**config.mk**
```make
export PLATFORM = sky130hd
export DESIGN_NAME = imm_encoder
export DESIGN_NICKNAME = d
export VERILOG_FILES = /design/src/rtl/legv8_pkg.sv /design/src/rtl/enc_fifo.sv /design/src/rtl/imm_encoder.sv
export SDC_FILE = /design/constraint.sdc
export NUM_CORES = 1
export LEC_CHECK = 0
export BUFFER_PORTS_ARGS = -buffer_cell sky130_fd_sc_hd__buf_4
export CORE_ASPECT_RATIO = 1.2
export CORE_MARGIN = 2
export CORE_UTILIZATION = 45
export DETAILED_ROUTE_END_ITERATION = 8
export GPL_TIMING_DRIVEN = 0
export PLACE_DENSITY_LB_ADDON = 0.25
export SLEW_MARGIN = 20
export SYNTH_ARGS = -nofsm -noshare
export SYNTH_HDL_FRONTEND = slang
export SYNTH_HIERARCHICAL = 1
export SYNTH_SLANG_ARGS = --single-unit
```
**constraint.sdc**
```tcl
create_clock -name clk -period 2.3 [get_ports clk]
set_input_delay 0.115 -clock clk [delete_from_list [all_inputs] [get_ports clk]]
set_output_delay 0.115 -clock clk [all_outputs]
set_load 0.01 [all_outputs]
```
**src/rtl/legv8_pkg.sv**
```systemverilog
// Shared LEGv8 encoding definitions: operation selector, opcode constants
// and immediate range helpers used by the encoder.
package legv8_pkg;

  typedef enum logic [1:0] {
    OP_LDUR = 2'd0,
    OP_STUR = 2'd1,
    OP_CBZ  = 2'd2,
    OP_RSVD = 2'd3
  } enc_op_t;

  localparam logic [10:0] OPC_LDUR = 11'b11111000010;
  localparam logic [10:0] OPC_STUR = 11'b11111000000;
  localparam logic [7:0]  OPC_CBZ  = 8'b10110100;

  localparam int unsigned ENC_W = 33;

  // A value fits a signed N-bit field when every bit above the field's sign bit copies it.
  function automatic logic fits_d9(input logic [63:0] imm);
    return imm[63:8] == {56{imm[8]}};
  endfunction

  function automatic logic fits_cb19(input logic [63:0] imm);
    return imm[63:18] == {46{imm[18]}};
  endfunction

endpackage

```
**src/rtl/enc_fifo.sv**
```systemverilog
// Registered-flag FIFO holding encoded words; full/valid come straight from
// flops so in_ready and out_valid are glitch-free registered outputs.
module enc_fifo #(
  parameter int unsigned DEPTH = 2,
  parameter int unsigned WIDTH = 33
) (
  input  logic             clk,
  input  logic             rst_n,
  input  logic             push_i,
  input  logic [WIDTH-1:0] push_data_i,
  input  logic             pop_i,
  output logic             full_o,
  output logic             valid_o,
  output logic [WIDTH-1:0] data_o
);

  localparam int unsigned PW = $clog2(DEPTH);
  localparam int unsigned CW = PW + 1;

  logic [WIDTH-1:0] mem_q [DEPTH];
  logic [PW-1:0]    wr_ptr_q, wr_ptr_d;
  logic [PW-1:0]    rd_ptr_q, rd_ptr_d;
  logic [CW-1:0]    count_q, count_d;
  logic             valid_q, valid_d;
  logic             full_q, full_d;
  logic             push_ok_s;
  logic             pop_ok_s;

  // A push while full is refused even if a pop happens the same edge.
  assign push_ok_s = push_i & ~full_q;
  assign pop_ok_s  = pop_i & valid_q;

  always_comb begin
    wr_ptr_d = wr_ptr_q;
    rd_ptr_d = rd_ptr_q;
    count_d  = count_q;
    if (push_ok_s) begin
      wr_ptr_d = wr_ptr_q + PW'(1);
    end else begin
      wr_ptr_d = wr_ptr_q;
    end
    if (pop_ok_s) begin
      rd_ptr_d = rd_ptr_q + PW'(1);
    end else begin
      rd_ptr_d = rd_ptr_q;
    end
    case ({push_ok_s, pop_ok_s})
      2'b10:   count_d = count_q + CW'(1);
      2'b01:   count_d = count_q - CW'(1);
      default: count_d = count_q;
    endcase
    valid_d = (count_d != CW'(0));
    full_d  = (count_d == CW'(DEPTH));
  end

  always_ff @(posedge clk or negedge rst_n) begin
    if (!rst_n) begin
      wr_ptr_q <= PW'(0);
      rd_ptr_q <= PW'(0);
      count_q  <= CW'(0);
      valid_q  <= 1'b0;
      full_q   <= 1'b0;
    end else begin
      wr_ptr_q <= wr_ptr_d;
      rd_ptr_q <= rd_ptr_d;
      count_q  <= count_d;
      valid_q  <= valid_d;
      full_q   <= full_d;
    end
  end

  // Storage is cleared too so the head reads as zero after reset.
  always_ff @(posedge clk or negedge rst_n) begin
    if (!rst_n) begin
      for (int i = 0; i < int'(DEPTH); i++) begin
        mem_q[i] <= '0;
      end
    end else if (push_ok_s) begin
      mem_q[wr_ptr_q] <= push_data_i;
    end
  end

  assign full_o  = full_q;
  assign valid_o = valid_q;
  assign data_o  = mem_q[rd_ptr_q];

endmodule

```
**src/rtl/imm_encoder.sv**
```systemverilog
// Packs LDUR/STUR/CBZ requests into 32-bit LEGv8 words with range checking,
// buffers them in a small FIFO and keeps saturating accept/error counters.
module imm_encoder
  import legv8_pkg::*;
#(
  parameter int unsigned DEPTH = 2
) (
  input  logic        clk,
  input  logic        reset,
  input  logic        in_valid,
  output logic        in_ready,
  input  enc_op_t     in_op,
  input  logic [63:0] in_imm,
  input  logic [4:0]  in_rn,
  input  logic [4:0]  in_rt,
  output logic        out_valid,
  input  logic        out_ready,
  output logic [31:0] out_instr,
  output logic        out_err,
  output logic [15:0] enc_count,
  output logic [15:0] err_count
);

  logic [31:0]      instr_s;
  logic             err_s;
  logic             accept_s;
  logic             fifo_full_s;
  logic             fifo_valid_s;
  logic [ENC_W-1:0] fifo_data_s;
  logic [15:0]      enc_count_q, enc_count_d;
  logic [15:0]      err_count_q, err_count_d;

  // Out-of-range immediates still pack their truncated low bits; only the flag marks them.
  always_comb begin
    instr_s = 32'h0;
    err_s   = 1'b0;
    case (in_op)
      OP_LDUR: begin
        instr_s = {OPC_LDUR, in_imm[8:0], 2'b00, in_rn, in_rt};
        err_s   = ~fits_d9(in_imm);
      end
      OP_STUR: begin
        instr_s = {OPC_STUR, in_imm[8:0], 2'b00, in_rn, in_rt};
        err_s   = ~fits_d9(in_imm);
      end
      OP_CBZ: begin
        instr_s = {OPC_CBZ, in_imm[18:0], in_rt};
        err_s   = ~fits_cb19(in_imm);
      end
      default: begin
        instr_s = 32'h0;
        err_s   = 1'b1;
      end
    endcase
  end

  assign accept_s = in_valid & ~fifo_full_s;

  always_comb begin
    enc_count_d = enc_count_q;
    err_count_d = err_count_q;
    if (accept_s && (enc_count_q != 16'hFFFF)) begin
      enc_count_d = enc_count_q + 16'd1;
    end else begin
      enc_count_d = enc_count_q;
    end
    if (accept_s && err_s && (err_count_q != 16'hFFFF)) begin
      err_count_d = err_count_q + 16'd1;
    end else begin
      err_count_d = err_count_q;
    end
  end

  always_ff @(posedge clk or negedge reset) begin
    if (!reset) begin
      enc_count_q <= 16'h0;
      err_count_q <= 16'h0;
    end else begin
      enc_count_q <= enc_count_d;
      err_count_q <= err_count_d;
    end
  end

  enc_fifo #(
    .DEPTH (DEPTH),
    .WIDTH (ENC_W)
  ) u_fifo (
    .clk         (clk),
    .rst_n       (reset),
    .push_i      (accept_s),
    .push_data_i ({err_s, instr_s}),
    .pop_i       (out_ready),
    .full_o      (fifo_full_s),
    .valid_o     (fifo_valid_s),
    .data_o      (fifo_data_s)
  );

  assign in_ready  = ~fifo_full_s;
  assign out_valid = fifo_valid_s;
  assign out_err   = fifo_data_s[32];
  assign out_instr = fifo_data_s[31:0];
  assign enc_count = enc_count_q;
  assign err_count = err_count_q;

endmodule

```
==> run metrics, run 1 <==
DIE WIDTH=104 um; Max FO, Critical Path=7; Slew @ Worst Pin=between 900 and 1000 ps; Worst R2R Start=u_fifo/full_o$_DFF_PN0_; Ys Warns=6; Final Skew=9.30 ps; Req. time, crit path=2530 ps; die height=124 um; diode count=0; Post-Synthesis Cells=between 400 and 500; Inst Count DP=754; Hold Crit Depth=3; sequential area share after synthesis=a little under half; adder-cell share of the synthesized area=0.692%; busiest grt layer=met2; I/O pins=147; fin cells=771; largest family of logic cells by synthesized area=multiplexers; reg2reg path depth=8; Area contributors post-synth=dfrtp_1 (48%), mux2_2 (14%), mux2_4 (8.3%); Crit path largest cell delay=540 ps; post-synthesis instance area=0.00542 mm^2; Hold Slack=between 100 and 150 ps; Buffers on Ports=144; GRT Resource Usage Total=20.1%; global-route track usage on met2=about a third; r2r setup slk=170 ps; Worst-Skew Late Latency=between 300 and 400 ps; initial antenna violation count=0; multiplexer area fraction after synthesis=23.5%; die area=roughly 0.013 mm^2; Max Root-Sink Buffers=2; largest net degree at the start of global routing=105; Worst Setup Path Type=in2reg; Total Wirelength=12500 um; setup violators final=0; fin area=0.00705 mm^2; VDD IR max=0.504 mV; grt total ovfl=0; compound-cell area share of the yosys netlist=between 4 and 5%; Area growth syn-to-layout=30.0%; nets@finish=692; cell family contributing the most delay on the critical path=simple AND/OR/NAND/NOR gates; Via Count=between 4000 and 5000; crit path time final=about 2200 ps; number of synthesized flops with an enable pin=0; total clock sinks=104; Hold Path End=u_fifo/mem_q[37]$_DFFE_PN0P_; vias in the first global route=4261; Worst-path clk slew=70 ps; r2r endpoint=u_fifo/mem_q[53]$_DFFE_PN0P_; global-route wire length before repair=21000 um; Main synth FF type=dfrtp_1; Hold Crit Class=in2reg; Avg WL per Cell=~16 um; H-tree depth=3; Synth Area in Simple Gates=14.8%; Post-Synth XOR/XNOR Area=5.33%; Post-DP HPWL=9170 um; synthesis-stage register bit count=104; Worst setup SP type=input port; Routed Antenna Nets=0; post-synthesis async set-or-reset flop share=100%; initial detailed-routing violation count=199; drt pass-1 iters=4; Crit. End Element=register; slowest library cell on the worst path=or4_4; ratio of cells with drive above 1 in the final layout=45.4%; MaxCap Viol Count=0; unrepaired setup endpoints after global routing=true; synth unique cells=44; clk root buf=clkbuf_16; Power Total=7970 uW; Initial Utilization=46.4%; Final Wtd Congestion=slightly above 0.8; Fmax=between 400 and 500 MHz; Vias/cell=5.33; outcome=completed; DR DRC count=0; WP data arrival=2390 ps; endpoints failing hold=0; met1 Use GR=25.9%; crit-path cells=buf_4 -> or4_4 -> nor4_4 -> nand3_1 -> o31ai_2 -> nand2_1 -> o41ai_4 -> or3_4 -> mux2_1; period utilisation layout=94.1%; filler cell count in the final layout=990; Mean Syn Cell Area=12.1 um^2; total CTS buffers=9; met3 usage=under 10%; max_slew headroom=37.0%; leak pwr=between 0.003 and 0.004 uW; row count=43; Yosys top cell area share=48.0%; WP buf/inv=1; largest area contributor in the netlist=dfrtp_1; DP Area=~0.0067 mm^2; Hold Crit Start=in_rt[4]; Max Slew Vio Count=0; TritonCTS clock tree=built; power per cell area=1130 mW/mm^2; core area=between 0.01 and 0.015 mm^2
[state kept, by name (all words and copies together) (netlist names)]
register and count:
u_fifo/count_q 2, u_fifo/wr_ptr_q 1, u_fifo/mem_q 66, enc_count 16, u_fifo/rd_ptr_q 1, err_count 16
u_fifo/full_o 1, u_fifo/valid_o 1
[where the power goes]
group	leakage, uW	total, uW	switching, uW	internal, uW
sequential	0.00130	2940	435	2510
combinational	0.00198	3450	1430	2020
clock	0.000148	1580	708	869
total	0.00343	7970	2570	5400
[Yosys cell counts (2+ instances only)]
cell	number
o21ai_0	3
o2bb2ai_1	2
buf_6	7
a22o_1	9
a21oi_1	2
nor4_1	13
nand4_1	22
mux2_1	7
and3_1	7
xor2_1	18
a31oi_1	3
buf_2	4
nand3_1	15
o41ai_1	2
inv_1	11
xnor2_1	15
and2_1	8
a41oi_1	2
dfrtp_1	104
clkbuf_1	7
or3_1	2
and4_1	2
nor4b_1	2
nand2_1	33
nor2_1	18
ha_1	3
mux2_4	30
mux2_2	66
nand2b_1	2
nor3_1	17
[stage by stage]
stage	TNS [ps]	setup WS (ps)	utilization, %
4_1_cts	0	6.25	60.3
6_report	0	137	60.4
2_1_floorplan	0	16.2	-
5_1_grt	-13.2	-13.2	60.4
3_5_place_dp	-4160	-364	57.5
3_3_place_gp	-3670	-326	57.5
[placed cells by master, fill, tap and decap left out, types with 11 or more instances in the layout]
cell	Yosys	final
nor3_1	17	17
nor2_1	18	18
buf_4	0	143
inv_1	11	11
mux2_4	30	30
nand4_1	22	22
mux2_2	66	66
nor4_1	13	13
xnor2_1	15	15
xor2_1	18	18
nand3_1	15	15
nand2_1	33	33
dfrtp_1	104	104
[worst reg2reg max path, cell delays in order, from the launching register on]
cell	delay, ps
dfrtp_1	390
inv_1	90
nand2_1	170
inv_1	140
clkbuf_2	290
nand2b_2	150
nor2_4	230
buf_6	200
mux2_2	350
[layer usage]
metal / share of wire (%) / routed length, um / vias to the layer above
met5: 0 / 0 / -
met4: 2.0 / 252 / 0
met3: 6.2 / 777 / 17
met2: 49 / 6120 / 122
met1: 43 / 5380 / 2023
li1: - / - / 1951
[cells by family after synthesis]
family,after synthesis
adder cells (fa/ha/maj),3
AO/OA/AOI/OAI,28
buffers and inverters,31
multiplexers,103
flip-flops,104
other,1
XOR/XNOR,33
AND/OR/NAND/NOR,147
[worst max-delay path by stage]
stage / start / end / slack (ps) / cells after the start
floorplan: in_imm[60] / err_count[1]$_DFFE_PN0P_ / 20 / 8
global placement: in_imm[60] / err_count[1]$_DFFE_PN0P_ / -330 / 9
detailed placement: in_imm[60] / err_count[1]$_DFFE_PN0P_ / -360 / 9
CTS: in_imm[60] / err_count[1]$_DFFE_PN0P_ / 6 / 9
global route: in_imm[60] / err_count[1]$_DFFE_PN0P_ / -10 / 9
finish: in_imm[60] / err_count[1]$_DFFE_PN0P_ / 140 / 9
[what timing repair did]
action,in CTS,in global routing
resized for setup,2,3
hold endpoints to repair,104,0
endpoints found under the setup margin,25,14
pin swaps,0,2
hold buffers,1,0
setup buffers,0,0
[cell type report]
cell class	count	area, um^2	area share [%]
Tap cell	157	196	2.79
Sequential cell	104	2600	36.9
Multi-Input combinational cell	318	2670	37.8
Timing Repair Buffer	145	1090	15.5
Clock inverter	7	87.6	1.24
Clock buffer	9	225	3.19
Inverter	13	48.8	0.692
Buffer	18	128	1.81
Power figures use the tool's default switching activity.
==> run 2, diff against run 1 <==
--- a/config.mk
+++ b/config.mk
@@ -5,7 +5,7 @@
 export SDC_FILE = /design/constraint.sdc
 export NUM_CORES = 1
 export LEC_CHECK = 0
-export BUFFER_PORTS_ARGS = -buffer_cell sky130_fd_sc_hd__buf_4
+export BUFFER_PORTS_ARGS = -buffer_cell sky130_fd_sc_hd__buf_2
 export CORE_ASPECT_RATIO = 1.2
 export CORE_MARGIN = 2
 export CORE_UTILIZATION = 45
==> run 2 against run 1 <==
Effect of this change:
- setup slack improved by 9.2 ps
- core utilization is 2.3 points lower
- highest routed layer unchanged
- register-to-register slack about the same
- global-route usage decreased by 0.16 points
- maximum frequency is 0.43% higher
- clock power up 18%
- die area did not move
- first-iteration DRC count decreased by 24%
- clock skew shrank 3.5 ps
- worst hold slack better by 4.5 ps
- sequential share of layout area up 1.5 points
==> run metrics, run 2 (synthesized netlist as in run 1, its figures left out) <==
commonest cells after routing, fill and taps aside=buf_2 (148), dfrtp_1 (104), mux2_2 (66); Max Slew Vio Count=0; WP data arrival=2390 ps; Worst setup SP type=input port; crit path time final=2150 ps; nets@finish=around 700; H-tree depth=3; Initial Utilization=a little under half; Fmax=about 460 MHz; initial antenna violation count=0; Final Skew=roughly 5.8 ps; TritonCTS clock tree=built; Max FO, Critical Path=7; clk root buf=clkbuf_16; Total Wirelength=approximately 12000 um; # Post-CTS Setup Buffers=0; Slew @ Worst Pin=between 500 and 600 ps; VDD IR max=0.429 mV; global-route wire length before repair=between 20000 and 25000 um; Worst Setup Path Type=in2reg; unrepaired setup endpoints after global routing=true; diode count=0; Area growth syn-to-layout=25.0%; Largest Register=u_fifo/mem_q; GRT Resource Usage Total=19.9%; Vias/cell=5.29; Avg WL per Cell=15.9 um; outcome=completed; grt total ovfl=0; Final Wtd Congestion=roughly 0.85; Crit. End Element=register; Worst-path clk slew=70 ps; Max Root-Sink Buffers=2; period utilisation layout=approximately 94%; I/O pins=147; DP Area=0.00638 mm^2; power per cell area=between 1000 and 1500 mW/mm^2; fin cells=slightly below 800; Worst-Skew Late Latency=340 ps; core area=between 0.01 and 0.015 mm^2; leak pwr=0.00338 uW; die area=0.0129 mm^2; total CTS buffers=9; number of flip-flops in the largest register=66; Final TNS setup=0 ps; DIE WIDTH=between 100 and 150 um; row count=43; fin area=0.00678 mm^2; Hold Crit Class=in2reg; die height=124 um; MaxCap Viol Count=0; Via Count=4085; Inst Count DP=755; Post-DP HPWL=9040 um; DR DRC count=0; commonest non-fill, non-tap cell in the layout=buf_2; setup violators final=0; total clock sinks=104; Routed Antenna Nets=0; endpoints failing hold=0; drt pass-1 iters=4; r2r setup slk=180 ps; vias in the first global route=4371; Buffers on Ports=about 140; ratio of cells with drive above 1 in the final layout=45.4%; initial detailed-routing violation count=152; max_slew headroom=a little under two thirds; largest net degree at the start of global routing=67; Req. time, crit path=2530 ps
## run 2: cell types whose count changed in the layout (fill, tap and decap cells not counted)
cell,previous run,this run
clkbuf_2,2,1
clkbuf_8,0,1
clkinvlp_4,2,1
clkbuf_1,5,6
clkinv_4,1,0
buf_16,0,1
buf_4,143,0
inv_8,3,0
buf_2,4,148
bufinv_16,1,4
## run 2: path summary, 6_finish.rpt
check | end | depth (start not counted) | from
worst max register to register | err_count[3]$_DFFE_PN0P_ | 7 | err_count[6]$_DFFE_PN0P_
min in group asynchronous | u_fifo/mem_q[26]$_DFFE_PN0P_ | 2 | reset
worst min-delay path | u_fifo/mem_q[37]$_DFFE_PN0P_ | 3 | in_rt[4]
worst min register to register | u_fifo/mem_q[38]$_DFFE_PN0P_ | 1 | u_fifo/mem_q[38]$_DFFE_PN0P_
worst max-delay path | err_count[1]$_DFFE_PN0P_ | 9 | in_imm[60]
max in group asynchronous | u_fifo/mem_q[61]$_DFFE_PN0P_ | 3 | reset
## run 2: area by class of cell
| cell class | count | area (um^2) |
|---|---|---|
| Inverter | 13 | 48.8 |
| Timing Repair Buffer | 146 | 764 |
| Buffer | 18 | 128 |
| Fill cell | 1019 | 4900 |
| Multi-Input combinational cell | 318 | 2670 |
| Clock buffer | 11 | 243 |
| Tap cell | 157 | 196 |
| Sequential cell | 104 | 2600 |
| Clock inverter | 5 | 128 |
## run 2: what timing repair did
action / in CTS / in global routing
pin swaps: 0 / 1
gates resized for setup: 2 / 4
gates cloned: 0 / 0
hold buffers: 1 / 0
endpoints found under the setup margin: 31 / 16
hold endpoints to repair: 38 / 0
## run 2: power by group
group / internal [uW] / total [uW] / switching, uW
clock network: 1200 / 1860 / 658
logic: 1740 / 3140 / 1400
registers: 2510 / 2930 / 427
total: 5450 / 7930 / 2490
## run 2: critical path: stages
cell     delay (ps)
buf_2           100
or4_4           530
nor4_4          170
nand3_1         120
o31ai_2         190
nand2_1         120
o41ai_4         470
or3_4           240
mux2_1          310
## run 2: per-stage QoR
stage          worst slack, ps  utilization, %  total power, uW  hold WS [ps]
2_1_floorplan             16.2               -             5060          -181
3_3_place_gp              -315            54.4             6010           465
3_5_place_dp              -351            54.7             6110          50.4
4_1_cts                   22.2            58.0             8050           106
5_1_grt                  -58.7            58.1             8430           133
6_report                   146            58.1             7930           124
## run 2: routing by layer
layer | wire [um] | GRT usage (%)
met1 | 5330 | 25.0
met2 | 6060 | 33.2
met3 | 626 | 3.92
met4 | 276 | 9.14
met5 | 0 | 0
==> run 3, diff against run 2 <==
==> constraint.sdc (replaced) <==
create_clock -name clk -period 2.8 [get_ports clk]
set_input_delay 0.14 -clock clk [delete_from_list [all_inputs] [get_ports clk]]
set_output_delay 0.14 -clock clk [all_outputs]
set_load 0.01 [all_outputs]
==> run 3 against run 2 <==
Effect of this change:
- worst hold slack better by 25 ps
- via count fell by 0.17%
- sequential share of layout area grew 0.071 points
- clock-buffer cell count is the same
- die area unchanged
- first-iteration DRC count increased by 16%
- clock skew up 0.74 ps
- routed wire length shrank 0.48%
- highest routed layer unchanged
==> run metrics, run 3 (synthesized netlist as in run 1, its figures left out) <==
outcome=completed; Power Total=approximately 6500 uW; Final Skew=6.50 ps; endpoints failing hold=0; H-tree depth=3; I/O pins=147; Post-DP HPWL=approximately 9000 um; filler cell count in the final layout=1017; Via Count=4078; Routed Antenna Nets=0; Worst Setup Path Type=reg2reg; Final Wtd Congestion=between 0.8 and 0.9; Crit. End Element=register; Hold Crit Class=in2reg; Req. time, crit path=3020 ps; nets@finish=693; Total Wirelength=12200 um; initial detailed-routing violation count=177; row count=43; combinational cell fraction of total power=39.5%; global-route wire length before repair=20900 um; Area growth syn-to-layout=24.8%; max_slew headroom=50.9%; DR DRC count=0; Vias/cell=5.28; Slew @ Worst Pin=730 ps; Max Root-Sink Buffers=2; period utilisation layout=between 80 and 90%; Hold Slack=150 ps; DIE WIDTH=104 um; unrepaired setup endpoints after global routing=false; ratio of cells with drive above 1 in the final layout=44.7%; initial antenna violation count=0; sequential share of power=37.0%; clk root buf=clkbuf_16; vias in the first global route=4350; Final TNS setup=0 ps; core area=0.0117 mm^2; MaxCap Viol Count=0; Worst-Skew Late Latency=340 ps; crit path time final=2340 ps; setup violators final=0; total CTS buffers=9; die area=~0.013 mm^2; commonest cells after routing, fill and taps aside=buf_2 (147), dfrtp_1 (104), mux2_2 (66); Worst setup SP type=register; leak pwr=0.00337 uW; GRT Resource Usage Total=between 10% and 20%; TritonCTS clock tree=built; WP data arrival=between 2000 and 3000 ps; Post-CTS Resized=0; drt pass-1 iters=4; Fmax=428 MHz; Initial Utilization=46.4%; VDD IR max=between 0.3 and 0.4 mV; number of flip-flops in the largest register=66; Max FO, Critical Path=11; commonest non-fill, non-tap cell in the layout=buf_2; Buffers on Ports=~140; power per cell area=963 mW/mm^2; Max Slew Vio Count=0; Worst-path clk slew=~70 ps; P_int=4470 uW; total clock sinks=104; largest net degree at the start of global routing=67; grt total ovfl=0; Largest Register=u_fifo/mem_q; clock power share=a little under a quarter; Avg WL per Cell=15.8 um; NetSw=2040 uW; die height=124 um; switching power share of the total=31.4%; diode count=0
## run 3: path summary, 6_finish.rpt
check                                               end                          from  depth (start not counted)  slack [ps]
setup / recovery           u_fifo/mem_q[52]$_DFFE_PN0P_       u_fifo/full_o$_DFF_PN0_                          8         460
hold / removal             u_fifo/mem_q[37]$_DFFE_PN0P_                      in_rt[4]                          3         150
setup reg to reg           u_fifo/mem_q[52]$_DFFE_PN0P_       u_fifo/full_o$_DFF_PN0_                          8         460
hold reg to reg            u_fifo/mem_q[38]$_DFFE_PN0P_  u_fifo/mem_q[38]$_DFFE_PN0P_                          1         490
max in group asynchronous  u_fifo/mem_q[61]$_DFFE_PN0P_                         reset                          3        1870
min in group asynchronous  u_fifo/mem_q[26]$_DFFE_PN0P_                         reset                          2         290
## run 3: per-stage QoR
stage               setup slack (ps)  util [%]  area, um^2  std cells
detailed placement               124      54.7        6380        755
CTS                              458      57.9        6770        772
floorplan                        491         -        5430        453
finish                           463      57.9        6770        772
global placement                 160      54.4        6350        754
global route                     261      57.9        6770        772
## run 3: per-layer routing
layer  part of all wire [%]  global-route usage, %  routed length, um
met1                     44                   25.0               5320
met2                     49                   32.9               6020
met3                    5.0                   3.92                613
met4                    2.3                   9.14                276
met5                      0                      0                  0
## run 3: power groups by stage
| stage | sequential (uW) | clock [uW] | combinational, uW |
|---|---|---|---|
| 2_1_floorplan | 2380 | 0 | 1770 |
| 3_3_place_gp | 2390 | 0 | 2550 |
| 3_5_place_dp | 2430 | 0 | 2590 |
| 4_1_cts | 2400 | 1580 | 2620 |
| 5_1_grt | 2480 | 1630 | 2800 |
| 6_report | 2410 | 1530 | 2570 |
## run 3: timing repair
action / 4_1_cts / 5_1_grt
hold endpoints to repair: 38 / 0
buffers inserted: 0 / 0
hold buffers: 1 / 0
## run 3: critical path, cell delays in order (launching register included)
cell and delay, ps:
dfrtp_1 390, inv_1 90, nand2_1 160, inv_1 110
clkbuf_1 470, nand2b_2 180, nor2_4 250, buf_6 200
mux2_2 350
## run 3: area by class of cell
type	instances	area (um^2)	share of cell area [%]
Sequential cell	104	2600	38.5
Clock buffer	11	243	3.59
Tap cell	157	196	2.90
Multi-Input combinational cell	318	2660	39.3
Timing Repair Buffer	146	764	11.3
Clock inverter	5	128	1.89
Buffer	18	125	1.85
Inverter	13	48.8	0.721
